[src/rtl/dmem_arbiter_if.sv]
// Bundle of the two requester channels, their response channels and the data-memory port.
// The arbiter connects through the slave modport; requesters and memory use the master modport.
interface dmem_arbiter_if #(
    parameter int ADDR_W = 32,
    parameter int DATA_W = 32
);
    logic              req0_valid, req1_valid;
    logic              req0_ready, req1_ready;
    logic [ADDR_W-1:0] req0_addr, req1_addr;
    logic [DATA_W-1:0] req0_wdata, req1_wdata;
    logic              req0_we, req1_we;
    logic [1:0]        req0_size, req1_size;
    logic              req0_unsigned, req1_unsigned;

    logic              rsp0_valid, rsp1_valid;
    logic              rsp0_ready, rsp1_ready;
    logic [DATA_W-1:0] rsp0_rdata, rsp1_rdata;
    logic              rsp0_err, rsp1_err;

    logic              mem_en;
    logic              mem_we;
    logic [ADDR_W-1:0] mem_addr;
    logic [DATA_W-1:0] mem_wdata;
    logic [1:0]        mem_size;
    logic              mem_unsigned;
    logic [DATA_W-1:0] mem_rdata;
    logic              mem_ld_avail;
    logic              mem_sd_avail;

    modport slave (
        input  req0_valid, req1_valid, req0_addr, req1_addr, req0_wdata, req1_wdata,
               req0_we, req1_we, req0_size, req1_size, req0_unsigned, req1_unsigned,
        output req0_ready, req1_ready,
        output rsp0_valid, rsp1_valid, rsp0_rdata, rsp1_rdata, rsp0_err, rsp1_err,
        input  rsp0_ready, rsp1_ready,
        output mem_en, mem_we, mem_addr, mem_wdata, mem_size, mem_unsigned,
        input  mem_rdata, mem_ld_avail, mem_sd_avail
    );

    modport master (
        output req0_valid, req1_valid, req0_addr, req1_addr, req0_wdata, req1_wdata,
               req0_we, req1_we, req0_size, req1_size, req0_unsigned, req1_unsigned,
        input  req0_ready, req1_ready,
        input  rsp0_valid, rsp1_valid, rsp0_rdata, rsp1_rdata, rsp0_err, rsp1_err,
        output rsp0_ready, rsp1_ready,
        input  mem_en, mem_we, mem_addr, mem_wdata, mem_size, mem_unsigned,
        output mem_rdata, mem_ld_avail, mem_sd_avail
    );
endinterface

[src/rtl/dmem_arbiter.sv]
// Two-port data-memory arbiter/sequencer: IDLE -> ISSUE -> RESP, one access in flight.
// Define DMEM_ARB_RR_EN for round-robin contention; otherwise port 0 has fixed priority.
module dmem_arbiter #(
    parameter int ADDR_W = 32,
    parameter int DATA_W = 32
) (
    input  logic           clk,
    input  logic           reset,
    dmem_arbiter_if.slave  bus
);

    typedef enum logic [1:0] {IDLE, ISSUE, RESP} state_e;

    state_e            state_q, state_d;
    logic              grant_q, grant_d;
    logic [ADDR_W-1:0] addr_q, addr_d;
    logic [DATA_W-1:0] wdata_q, wdata_d;
    logic              we_q, we_d;
    logic [1:0]        size_q, size_d;
    logic              uns_q, uns_d;
    logic [DATA_W-1:0] rdata_q, rdata_d;
    logic              err_q, err_d;
`ifdef DMEM_ARB_RR_EN
    logic              last_grant_q, last_grant_d;
`endif

    logic              sel;
    logic              sel_valid;
    logic              accept;
    logic              avail;
    logic              rsp_ready;
    logic [ADDR_W-1:0] sel_addr;
    logic [DATA_W-1:0] sel_wdata;
    logic              sel_we;
    logic [1:0]        sel_size;
    logic              sel_uns;

    function automatic logic misaligned(input logic [1:0] size, input logic [1:0] lsb);
        case (size)
            2'b00:   misaligned = 1'b0;
            2'b01:   misaligned = lsb[0];
            2'b10:   misaligned = (lsb != 2'b00);
            default: misaligned = 1'b1;
        endcase
    endfunction

    // Winner among the valid requests; a lone requester always wins.
    always_comb begin
`ifdef DMEM_ARB_RR_EN
        sel = (bus.req0_valid && bus.req1_valid) ? ~last_grant_q : bus.req1_valid;
`else
        sel = ~bus.req0_valid & bus.req1_valid;
`endif
    end

    assign sel_valid = sel ? bus.req1_valid    : bus.req0_valid;
    assign sel_addr  = sel ? bus.req1_addr     : bus.req0_addr;
    assign sel_wdata = sel ? bus.req1_wdata    : bus.req0_wdata;
    assign sel_we    = sel ? bus.req1_we       : bus.req0_we;
    assign sel_size  = sel ? bus.req1_size     : bus.req0_size;
    assign sel_uns   = sel ? bus.req1_unsigned : bus.req0_unsigned;

    assign accept    = (state_q == IDLE) && sel_valid;
    assign avail     = we_q ? bus.mem_sd_avail : bus.mem_ld_avail;
    assign rsp_ready = grant_q ? bus.rsp1_ready : bus.rsp0_ready;

    always_comb begin
        // NOTE: every next-state signal gets its hold value first so no path infers a latch.
        state_d = state_q;
        grant_d = grant_q;
        addr_d  = addr_q;
        wdata_d = wdata_q;
        we_d    = we_q;
        size_d  = size_q;
        uns_d   = uns_q;
        rdata_d = rdata_q;
        err_d   = err_q;
`ifdef DMEM_ARB_RR_EN
        last_grant_d = last_grant_q;
`endif
        case (state_q)
            IDLE: begin
                if (accept) begin
                    grant_d = sel;
                    addr_d  = sel_addr;
                    wdata_d = sel_wdata;
                    we_d    = sel_we;
                    size_d  = sel_size;
                    uns_d   = sel_uns;
                    rdata_d = '0;
                    if (misaligned(sel_size, sel_addr[1:0])) begin
                        err_d   = 1'b1;
                        state_d = RESP;
                    end else begin
                        err_d   = 1'b0;
                        state_d = ISSUE;
                    end
                end
            end
            ISSUE: begin
                if (avail) begin
                    rdata_d = we_q ? '0 : bus.mem_rdata;
                    state_d = RESP;
                end
            end
            RESP: begin
                if (rsp_ready) begin
                    state_d = IDLE;
`ifdef DMEM_ARB_RR_EN
                    last_grant_d = grant_q;
`endif
                end
            end
            default: state_d = IDLE;
        endcase
    end

    // NOTE: sequential state is updated with non-blocking assignments only.
    always_ff @(posedge clk) begin
        if (reset) begin
            state_q <= IDLE;
            grant_q <= 1'b0;
            addr_q  <= '0;
            wdata_q <= '0;
            we_q    <= 1'b0;
            size_q  <= 2'b00;
            uns_q   <= 1'b0;
            rdata_q <= '0;
            err_q   <= 1'b0;
`ifdef DMEM_ARB_RR_EN
            last_grant_q <= 1'b1;
`endif
        end else begin
            state_q <= state_d;
            grant_q <= grant_d;
            addr_q  <= addr_d;
            wdata_q <= wdata_d;
            we_q    <= we_d;
            size_q  <= size_d;
            uns_q   <= uns_d;
            rdata_q <= rdata_d;
            err_q   <= err_d;
`ifdef DMEM_ARB_RR_EN
            last_grant_q <= last_grant_d;
`endif
        end
    end

    assign bus.req0_ready = accept & ~sel;
    assign bus.req1_ready = accept & sel;

    assign bus.rsp0_valid = (state_q == RESP) & ~grant_q;
    assign bus.rsp1_valid = (state_q == RESP) &  grant_q;
    assign bus.rsp0_rdata = bus.rsp0_valid ? rdata_q : '0;
    assign bus.rsp1_rdata = bus.rsp1_valid ? rdata_q : '0;
    assign bus.rsp0_err   = bus.rsp0_valid & err_q;
    assign bus.rsp1_err   = bus.rsp1_valid & err_q;

    assign bus.mem_en       = (state_q == ISSUE);
    assign bus.mem_we       = (state_q == ISSUE) & we_q;
    assign bus.mem_addr     = addr_q;
    assign bus.mem_wdata    = wdata_q;
    assign bus.mem_size     = size_q;
    assign bus.mem_unsigned = uns_q;

endmodule

[src/flat_wrapper.sv]
// flat-port wrapper written by rule: the top's interface ports become plain ports
module dmem_arbiter_flat 
#(
    parameter int ADDR_W = 32,
    parameter int DATA_W = 32
)
  (clk, reset, bus_req0_valid, bus_req1_valid, bus_req0_addr, bus_req1_addr, bus_req0_wdata, bus_req1_wdata, bus_req0_we, bus_req1_we, bus_req0_size, bus_req1_size, bus_req0_unsigned, bus_req1_unsigned, bus_req0_ready, bus_req1_ready, bus_rsp0_valid, bus_rsp1_valid, bus_rsp0_rdata, bus_rsp1_rdata, bus_rsp0_err, bus_rsp1_err, bus_rsp0_ready, bus_rsp1_ready, bus_mem_en, bus_mem_we, bus_mem_addr, bus_mem_wdata, bus_mem_size, bus_mem_unsigned, bus_mem_rdata, bus_mem_ld_avail, bus_mem_sd_avail);
  dmem_arbiter_if #(.ADDR_W(ADDR_W), .DATA_W(DATA_W)) bus_i ();
  input  logic clk;
  input  logic reset;
  input wire logic [$bits(bus_i.req0_valid)-1:0] bus_req0_valid;
  input wire logic [$bits(bus_i.req1_valid)-1:0] bus_req1_valid;
  input wire logic [$bits(bus_i.req0_addr)-1:0] bus_req0_addr;
  input wire logic [$bits(bus_i.req1_addr)-1:0] bus_req1_addr;
  input wire logic [$bits(bus_i.req0_wdata)-1:0] bus_req0_wdata;
  input wire logic [$bits(bus_i.req1_wdata)-1:0] bus_req1_wdata;
  input wire logic [$bits(bus_i.req0_we)-1:0] bus_req0_we;
  input wire logic [$bits(bus_i.req1_we)-1:0] bus_req1_we;
  input wire logic [$bits(bus_i.req0_size)-1:0] bus_req0_size;
  input wire logic [$bits(bus_i.req1_size)-1:0] bus_req1_size;
  input wire logic [$bits(bus_i.req0_unsigned)-1:0] bus_req0_unsigned;
  input wire logic [$bits(bus_i.req1_unsigned)-1:0] bus_req1_unsigned;
  output wire logic [$bits(bus_i.req0_ready)-1:0] bus_req0_ready;
  output wire logic [$bits(bus_i.req1_ready)-1:0] bus_req1_ready;
  output wire logic [$bits(bus_i.rsp0_valid)-1:0] bus_rsp0_valid;
  output wire logic [$bits(bus_i.rsp1_valid)-1:0] bus_rsp1_valid;
  output wire logic [$bits(bus_i.rsp0_rdata)-1:0] bus_rsp0_rdata;
  output wire logic [$bits(bus_i.rsp1_rdata)-1:0] bus_rsp1_rdata;
  output wire logic [$bits(bus_i.rsp0_err)-1:0] bus_rsp0_err;
  output wire logic [$bits(bus_i.rsp1_err)-1:0] bus_rsp1_err;
  input wire logic [$bits(bus_i.rsp0_ready)-1:0] bus_rsp0_ready;
  input wire logic [$bits(bus_i.rsp1_ready)-1:0] bus_rsp1_ready;
  output wire logic [$bits(bus_i.mem_en)-1:0] bus_mem_en;
  output wire logic [$bits(bus_i.mem_we)-1:0] bus_mem_we;
  output wire logic [$bits(bus_i.mem_addr)-1:0] bus_mem_addr;
  output wire logic [$bits(bus_i.mem_wdata)-1:0] bus_mem_wdata;
  output wire logic [$bits(bus_i.mem_size)-1:0] bus_mem_size;
  output wire logic [$bits(bus_i.mem_unsigned)-1:0] bus_mem_unsigned;
  input wire logic [$bits(bus_i.mem_rdata)-1:0] bus_mem_rdata;
  input wire logic [$bits(bus_i.mem_ld_avail)-1:0] bus_mem_ld_avail;
  input wire logic [$bits(bus_i.mem_sd_avail)-1:0] bus_mem_sd_avail;
  assign bus_i.req0_valid = bus_req0_valid;
  assign bus_i.req1_valid = bus_req1_valid;
  assign bus_i.req0_addr = bus_req0_addr;
  assign bus_i.req1_addr = bus_req1_addr;
  assign bus_i.req0_wdata = bus_req0_wdata;
  assign bus_i.req1_wdata = bus_req1_wdata;
  assign bus_i.req0_we = bus_req0_we;
  assign bus_i.req1_we = bus_req1_we;
  assign bus_i.req0_size = bus_req0_size;
  assign bus_i.req1_size = bus_req1_size;
  assign bus_i.req0_unsigned = bus_req0_unsigned;
  assign bus_i.req1_unsigned = bus_req1_unsigned;
  assign bus_req0_ready = bus_i.req0_ready;
  assign bus_req1_ready = bus_i.req1_ready;
  assign bus_rsp0_valid = bus_i.rsp0_valid;
  assign bus_rsp1_valid = bus_i.rsp1_valid;
  assign bus_rsp0_rdata = bus_i.rsp0_rdata;
  assign bus_rsp1_rdata = bus_i.rsp1_rdata;
  assign bus_rsp0_err = bus_i.rsp0_err;
  assign bus_rsp1_err = bus_i.rsp1_err;
  assign bus_i.rsp0_ready = bus_rsp0_ready;
  assign bus_i.rsp1_ready = bus_rsp1_ready;
  assign bus_mem_en = bus_i.mem_en;
  assign bus_mem_we = bus_i.mem_we;
  assign bus_mem_addr = bus_i.mem_addr;
  assign bus_mem_wdata = bus_i.mem_wdata;
  assign bus_mem_size = bus_i.mem_size;
  assign bus_mem_unsigned = bus_i.mem_unsigned;
  assign bus_i.mem_rdata = bus_mem_rdata;
  assign bus_i.mem_ld_avail = bus_mem_ld_avail;
  assign bus_i.mem_sd_avail = bus_mem_sd_avail;
  dmem_arbiter #(.ADDR_W(ADDR_W), .DATA_W(DATA_W)) u_core (.clk(clk), .reset(reset), .bus(bus_i));
endmodule
[config.mk]
export PLATFORM = sky130hd
export DESIGN_NAME = dmem_arbiter_flat
export DESIGN_NICKNAME = d
export VERILOG_FILES = /design/src/rtl/dmem_arbiter_if.sv /design/src/rtl/dmem_arbiter.sv /design/src/flat_wrapper.sv
export SDC_FILE = /design/constraint.sdc
export NUM_CORES = 1
export LEC_CHECK = 0
export BUFFER_PORTS_ARGS = -buffer_cell sky130_fd_sc_hd__buf_2
export CELL_PAD_IN_SITES_DETAIL_PLACEMENT = 1
export CELL_PAD_IN_SITES_GLOBAL_PLACEMENT = 1
export CORE_AREA = 2 2 91 180
export DETAILED_ROUTE_END_ITERATION = 7
export DIE_AREA = 0 0 93 182
export MAX_ROUTING_LAYER = met4
export PLACE_DENSITY_LB_ADDON = 0.1
export REMOVE_ABC_BUFFERS = 1
export SLEW_MARGIN = 20
export SYNTH_ARGS = -nofsm -noshare
export SYNTH_HDL_FRONTEND = slang
export SYNTH_SLANG_ARGS = --single-unit
[constraint.sdc]
create_clock -name clk -period 2.8 [get_ports clk]
set_clock_uncertainty 0.05 [all_clocks]
set_input_delay 0.42 -clock clk [delete_from_list [all_inputs] [get_ports clk]]
set_output_delay 0.42 -clock clk [all_outputs]
set_load 0.01 [all_outputs]
Yosys cells after proc, flatten, opt, wreduce, memory -nomap -nowiden
Cells that the tools add are included.

storage, ports and cells
  bits in registers = 104
  input port bits = 176
  output and inout port bits = 139
  word-level logic and storage cells = 58

cells by class
  equality and inequality tests = 7
  mux-type cells = 23
  bitwise logic cells = 11
  reductions and logical operators = 8

operators with widths
  operator                                                         number
  32-bit 2-to-1 mux                                                7
  32-bit case mux with 2 select lines                              1
  2-bit 2-to-1 mux                                                 5
  1-bit AND                                                        8
  1-bit 2-to-1 mux                                                 8
  2-bit by 1-bit != test with 1-bit output, second input constant  3
  2-bit case mux with 3 select lines                               1
  3-bit AND reduction                                              2
  2-bit by 1-bit == test with 1-bit output, second input constant  2
  2-bit == test, second input constant                             2
  2-bit logical NOT                                                2
  2-bit nonzero test                                               2
  1-bit NOT                                                        3
  1-bit case mux with 3 select lines                               1
  2-bit AND reduction                                              1
  1-bit logical AND                                                1

Longest topological paths before layout
Gate-level depths: netlist of the first run.

  depth in word-level cells = 10
  mapped depth = 7
  gate-level depth less buffers = 5

Least setup slack after synthesis of the first run
Ideal clock, no wire load.

  path kind = register to output
  start point = register u_core.state_q[0]
  end point = output port bus_rsp0_rdata[22]
  data arrival time = 1236 ps
  data required time = 2330 ps
  path slack = 1094 ps
  stages on the path, launching flop included = 5
  path buffers = 1
  path through = dfxtp_1 > nand2b_1 > nor2_1 > clkbuf_1 > and2_1

between the ends
  word-level cells in the longest chain between the ends = 3

RTL lines
  element                   line                 source
  start: declaration        dmem_arbiter.sv:14   state_e state_q, state_d;
  start signal: assignment  dmem_arbiter.sv:134  state_q <= state_d;
  2-bit == test             dmem_arbiter.sv:152  assign bus.rsp0_valid = (state_q == RESP) & ~grant_q;
  1-bit AND                 dmem_arbiter.sv:152
  via bus_rsp0_valid        flat_wrapper.sv:25   output wire logic [$bits(bus_i.rsp0_valid)-1:0] bus_rsp0_valid;
  32-bit 2-to-1 mux         dmem_arbiter.sv:154  assign bus.rsp0_rdata = bus.rsp0_valid ? rdata_q : '0;
  end: declaration          flat_wrapper.sv:27   output wire logic [$bits(bus_i.rsp0_rdata)-1:0] bus_rsp0_rdata;

The timed path passes the listed nets, and every way through them passes these cells.

Final worst setup path of the first run
  start point = register u_core.state_q[1]
  end point = output port bus_rsp1_rdata[23]

between the ends
  word-level cells in the longest chain between the ends = 3

RTL lines
  element            line                 source
  2-bit == test      dmem_arbiter.sv:153  assign bus.rsp1_valid = (state_q == RESP) & grant_q;
  1-bit AND          dmem_arbiter.sv:153
  32-bit 2-to-1 mux  dmem_arbiter.sv:155  assign bus.rsp1_rdata = bus.rsp1_valid ? rdata_q : '0;
  end: declaration   flat_wrapper.sv:28   output wire logic [$bits(bus_i.rsp1_rdata)-1:0] bus_rsp1_rdata;

Every way passes these cells.

==> results.py, run 1 <==
metrics = {
    "die": {
        "dieArea_um2": 16900,
        "rows": 65,
        "chipHeight_um": 182,
        "fp.dieW_um": 93,
        "io_pins": 315,
        "core_area_um2": 15600,
        "initial_core_util_pct": 29.2,
    },
    "place": {
        "placed_cell_area_um2": 6300,
        "post-place-ws_ns": 0.695,
        "globalplace.congestion": 0.749,
        "io_buffers": 314,
        "dp_hpwl_um": 12300,
    },
    "yosys": {
        "yosysUniqueCellTypes": 33,
        "ys_seq_area_share_pct": 45.7,
        "synthAdderAreaFrac_pct": 0,
        "synth-xor-area-share_pct": 0,
        "yosys.area.top_type": "dfxtp_1",
        "synth_area_leaders": "dfxtp_1, a22oi_1, and2_1, nand2_1, a21oi_1",
        "netlist_instances": 558,
        "synth-simple-area-share_pct": 23.5,
        "avgSynthCellArea_um2": 8.16,
        "ys.warnings.count": 0,
        "ys_ff_latch": 104,
        "synthMuxAreaShare_pct": 1.68,
        "synth_top_family_by_area": "compound AO/OA/AOI/OAI gates",
        "synth_top_area_share_pct": 45.7,
        "syn_area_um2": 4550,
        "synth_compound_area_share_pct": 23.5,
    },
    "global_routing": {
        "top_usage_layer": "met2",
        "overflow": 0,
        "grt_max_degree": 69,
        "grt_pass1_wl_um": 25900,
        "grt_antenna_before_repair": 1,
        "gr-usage-met1_pct": 23.7,
        "use_met3_pct": 4.36,
        "groute.usage.overall_pct": 19.7,
        "first_global_vias": 5054,
        "grt_use_met2_pct": 33.2,
    },
    "clock_tree": {
        "cts-htree-levels": 3,
        "cts_tree": "yes",
        "cts_buffer_depth": 2,
        "numCtsBuffers": 9,
        "postCtsHoldBufs": 0,
        "clkTransAtPathRegs_ns": 0.08,
        "clock_latency_ns": 0.34,
        "cts.sinks": 104,
        "cts-root-buf": "clkbuf_16",
        "post_cts_buffers": 0,
        "cts_resized": 0,
    },
    "cells_and_area": {
        "syn_to_final_growth_pct": 44.6,
        "drive_above_1_share_pct": 41.4,
        "final_nets": 1024,
        "postLayoutCellArea_um2": 6590,
    },
    "flow_run": {
        "maxCapViolations": 0,
    },
    "worst_setup_path": {
        "required_ns": 2.33,
        "path_delay_family": "flip-flops",
        "path_buf_inv": 2,
        "cp-end-kind": "primary output",
        "cp_cell_sequence": "nand2b_1 -> nor2_2 -> buf_4 -> and2_1 -> buf_2",
        "max_stage_delay_ns": 0.49,
        "crit_fanout": 34,
        "slowest_stage": "dfxtp_1",
        "cp.arrival_ns": 1.72,
        "critPathLaunchType": "register",
        "worstSetupPathType": "register to primary output",
    },
    "drt": {
        "initialDrtViolationCount": 170,
        "routed_wl_um": 16600,
        "viasPerCell": 4.75,
        "drc_errors": 0,
        "dr.pass1.iters": 4,
        "wire_per_inst_um": 15.7,
        "postRouteAntennaNets": 0,
        "num_vias": 5015,
    },
    "timing": {
        "worst_slew_pin_slew_ns": 0.923,
        "drv_slew": 0,
        "finalCritPeriodShare_pct": 78.4,
        "setup_ws_ns": 0.606,
        "setup_violations": 0,
        "fin_crit_ns": 2.19,
        "relSlewSlack_pct": 38.2,
        "clock.fmax_mhz": 456,
        "finalHoldViolations": 0,
        "rsz0062_at_grt": "false",
    },
    "min_path": {
        "hp-class": "input port to register",
    },
    "pwr": {
        "irDropWorstVdd_uv": 294,
        "p_per_area_nw_per_um2": 570,
        "leakage_nw": 3.16,
    },
    "status": {
        "status": "finished, final reports clean",
    },
}
path summary, 6_finish.rpt:
check             slack (ns)                     start  cells after the start                        to
setup reg to reg        0.87         u_core.state_q[0]                      5         u_core.state_q[1]
setup / recovery        0.61         u_core.state_q[1]                      5        bus_rsp1_rdata[23]
hold reg to reg         0.40  u_core.bus.mem_wdata[24]                      2  u_core.bus.mem_wdata[24]
hold / removal          0.24         bus_mem_rdata[10]                      3        u_core.rdata_q[10]
cell usage in the layout, fill, tap and decap left out, drive strengths merged:
cell type  synthesis  final
a211oi             4      4
a21oi             68     68
a22oi             64     64
a31o               1      1
and2              67     67
and2b              1      1
and3               1      1
buf               25    328
clkbuf            24     11
clkinv             1      4
dfxtp            104    104
diode              0      1
inv                2      4
mux2               2      2
mux2i              5      5
nand2            100    100
nand2b             2      2
nand3             32     32
nor2              12     12
nor2b              1      1
nor3               4      4
nor3b              1      1
o21a               1      1
o21ai             33     33
o221ai             1      1
o22a               1      1
o32ai              1      1
report_power, final:
group	internal (W)	leakage (nW)	switching, W
Clock	0.000637	0.140	0.000580
Sequential	0.00161	0.852	0.0000745
Combinational	0.000346	2.16	0.000509
per-stage QoR:
step,setup TNS [ns],cells,hold WS (ns),utilization (%),power [W]
floorplan,-27.43,509,0.382,-,0.00213
global placement,0,1038,0.385,40.3,0.00257
detailed placement,0,1038,0.393,40.3,0.00259
CTS,0,1054,0.234,42.2,0.00382
global route,0,1055,0.243,42.2,0.00398
finish,0,1055,0.244,42.2,0.00376
worst register-to-register path: cells and delay by family, from the launching register on:
| family | cells | cell delay (ns) |
|---|---|---|
| AOI/OAI and AO/OA | 3 | 0.63 |
| DFF | 1 | 0.52 |
| buffers and inverters | 1 | 0.50 |
| and+or+nand+nor | 1 | 0.17 |
synthesized netlist by cell type (all sizes together):
master,number
dfxtp,104
nand2,100
a21oi,68
and2,67
a22oi,64
o21ai,33
nand3,32
buf,25
clkbuf,24
nor2,12
mux2i,5
a211oi,4
nor3,4
inv,2
mux2,2
nand2b,2
a31o,1
and2b,1
and3,1
clkinv,1
nor2b,1
nor3b,1
o21a,1
o221ai,1
o22a,1
o32ai,1
sequential cells by signal (all words and copies together), names as in the netlist:
signal,count
u_core.bus.mem_addr,32
u_core.bus.mem_wdata,32
u_core.bus.mem_size,2
u_core.bus.mem_unsigned,1
u_core.rdata_q,32
u_core.we_q,1
u_core.state_q,2
u_core.err_q,1
u_core.grant_q,1
cells by family (layout without fill, tap and decap cells):
kind of cell / after synthesis / count (layout)
simple gates: 221 / 221
compound gates: 174 / 174
flops: 104 / 104
buf+inv: 52 / 347
mux: 7 / 7
other cells: 0 / 1
layout make-up:
type,instances,area (um2)
fill,2028,9030
multi-input combinational,402,2250
inverter,3,11.3
clock inverter,5,40.0
clock buffer,11,243
timing repair buffer,328,1700
sequential,104,2080
tap,201,251
antenna,1,2.50
per-layer routing:
metal / vias up / share of wire [%]
met5: - / 0
met3: 10 / 7.9
met4: 0 / 1.3
met2: 190 / 50
met1: 2303 / 41
li1: 2512 / -
(Power assumes the default switching activity.)
==> run 2: changes to the inputs <==
Settings changed: CORE_AREA 2 2 91 180 to 2 2 99 196, DIE_AREA 0 0 93 182 to 0 0 101 198.
Clock period 2.8 ns to 1.8 ns, I/O delays scaled along.
==> results.py, run 2 (synthesis gave the netlist of run 1 again) <==
metrics = {
    "global_routing": {
        "first_global_vias": 5601,
        "overflow": 0,
        "groute.usage.overall_pct": 19.5,
        "grt_max_degree": 58,
        "grt_antenna_before_repair": 0,
        "grt_pass1_wl_um": 29500,
    },
    "min_path": {
        "hold_path_end": "u_core.rdata_q[28]",
        "hold_path_startpoint": "bus_mem_rdata[28]",
        "hp-class": "input port to register",
        "min_delay_path_depth": 3,
    },
    "clock_tree": {
        "numCtsBuffers": 9,
        "clock_latency_ns": 0.35,
        "cts-htree-levels": 3,
        "clkTransAtPathRegs_ns": 0.07,
        "cts_tree": "yes",
        "cts-root-buf": "clkbuf_16",
        "cts_buffer_depth": 2,
        "cts.sinks": 104,
    },
    "timing": {
        "relSlewSlack_pct": 57.4,
        "setup_violations": 54,
        "finalHoldViolations": 0,
        "setup_ws_ns": -0.0691,
        "drv_slew": 0,
        "clock.fmax_mhz": 535,
        "worst_slew_pin_slew_ns": 0.639,
        "rsz0062_at_grt": "true",
        "fin_crit_ns": 1.87,
        "finalCritPeriodShare_pct": 104,
        "hold-worst-slack_ns": 0.0871,
    },
    "cells_and_area": {
        "fill_cells": 2303,
        "antenna_cells": 0,
        "final_cell_mix": "buf_2, dfxtp_1, nand2_1",
        "final_nets": 1049,
        "final_common_cell": "buf_2",
        "postLayoutCellArea_um2": 7200,
        "syn_to_final_growth_pct": 58.0,
        "fin_util_pct": 38.6,
        "drive_above_1_share_pct": 45.8,
    },
    "die": {
        "chipHeight_um": 198,
        "io_pins": 315,
        "core_area_um2": 18700,
        "dieArea_um2": 20000,
        "rows": 71,
        "fp.dieW_um": 101,
        "initial_core_util_pct": 24.4,
    },
    "place": {
        "dp_hpwl_um": 13600,
        "placed_cell_area_um2": 6450,
        "globalplace.congestion": 0.770,
        "io_buffers": 314,
    },
    "worst_setup_path": {
        "path_buf_inv": 4,
        "max_stage_delay_ns": 0.35,
        "critPathLaunchType": "register",
        "regToRegSetupSlack_ns": 0.13,
        "worstReg2RegStart": "u_core.state_q[0]",
        "crit_fanout": 5,
        "path_delay_family": "buffers and inverters",
        "cp.arrival_ns": 1.55,
        "cp-end-kind": "primary output",
        "worstSetupPathType": "register to primary output",
        "worstReg2RegEnd": "u_core.bus.mem_wdata[19]",
        "worst_r2r_path_depth": 8,
        "cp_cell_sequence": "nand2b_4 -> nor2_4 -> buf_6 -> buf_12 -> buf_12 -> and2_4 -> buf_6",
        "cp-startpoint": "u_core.state_q[0]",
        "required_ns": 1.48,
        "cp_num_cells": 7,
        "slowest_stage": "dfxtp_4",
    },
    "drt": {
        "dr_wl_met3_um": 1130,
        "wire_per_inst_um": 17.5,
        "drc_errors": 0,
        "postRouteAntennaNets": 0,
        "met2_wirelength_um": 10600,
        "routed_wl_um": 19200,
        "dr.pass1.iters": 4,
        "met1_length_um": 7160,
        "top_layer": "met4",
        "viasPerCell": 4.84,
        "num_vias": 5304,
        "initialDrtViolationCount": 96,
    },
    "pwr": {
        "irDropWorstVdd_uv": 392,
        "p_per_area_nw_per_um2": 882,
        "leakage_nw": 3.40,
    },
    "flow_run": {
        "maxCapViolations": 0,
    },
    "status": {
        "status": "finished, violations left",
        "violations": "setup timing",
    },
}
==> run 2: layout make-up <==
type                       count  area [um2]  share of cell area, %
clock inverter                 7        70.1                  0.973
tap                          219         274                   3.81
inverter                       3        13.8                  0.191
clock buffer                   9         225                   3.13
multi-input combinational    402        2320                   32.3
timing repair buffer         353        2200                   30.6
sequential                   104        2090                   29.0
==> run 2: where the power goes <==
group | internal (W) | switching, W | leakage (nW)
Combinational | 0.000773 | 0.000935 | 2.40
Clock | 0.00108 | 0.000931 | 0.146
Sequential | 0.00250 | 0.000121 | 0.853
Total | 0.00436 | 0.00199 | 3.40
==> run 2: timing repair <==
| action | 4_1_cts | 5_1_grt |
|---|---|---|
| cloned | 6 | 0 |
| gates resized for setup | 49 | 6 |
| pin swaps | 16 | 1 |
| buffers inserted | 12 | 0 |
| hold buffers | 0 | 0 |
| endpoints found under the setup margin | 70 | 125 |
==> run 2: worst max-delay path by stage <==
stage | end | slack (ns)
floorplan | u_core.bus.mem_addr[10] | -1.24
global placement | bus_req1_ready | 0.14
detailed placement | u_core.bus.mem_wdata[30] | 0.05
CTS | bus_rsp0_rdata[29] | -0.07
global route | bus_rsp1_rdata[17] | -0.13
finish | bus_rsp0_rdata[18] | -0.07
==> run 2: worst register-to-register path, stage by stage (launching register included) <==
cell,delay (ns)
dfxtp_4,0.35
buf_4,0.14
nor2_2,0.05
nand2_2,0.10
inv_4,0.05
buf_4,0.16
bufbuf_16,0.30
a22oi_1,0.24
a21oi_1,0.11
==> run 2: per-stage QoR <==
| stage | instances | TNS, ns | setup slack [ns] | total power [W] |
|---|---|---|---|---|
| floorplan | 509 | -127.27 | -1.24 | 0.00331 |
| global placement | 1065 | 0 | 0.142 | 0.00410 |
| detailed placement | 1065 | 0 | 0.0463 | 0.00416 |
| CTS | 1098 | -2.79 | -0.0698 | 0.00646 |
| global route | 1097 | -6.32 | -0.128 | 0.00670 |
| finish | 1097 | -1.86 | -0.0691 | 0.00635 |
==> run 2: layer usage <==
metal  GRT usage, %  vias to the layer above
met5              -                        -
met4           6.36                        0
met3           3.92                       20
met2           36.4                      226
met1           20.0                     2496
li1               -                     2562
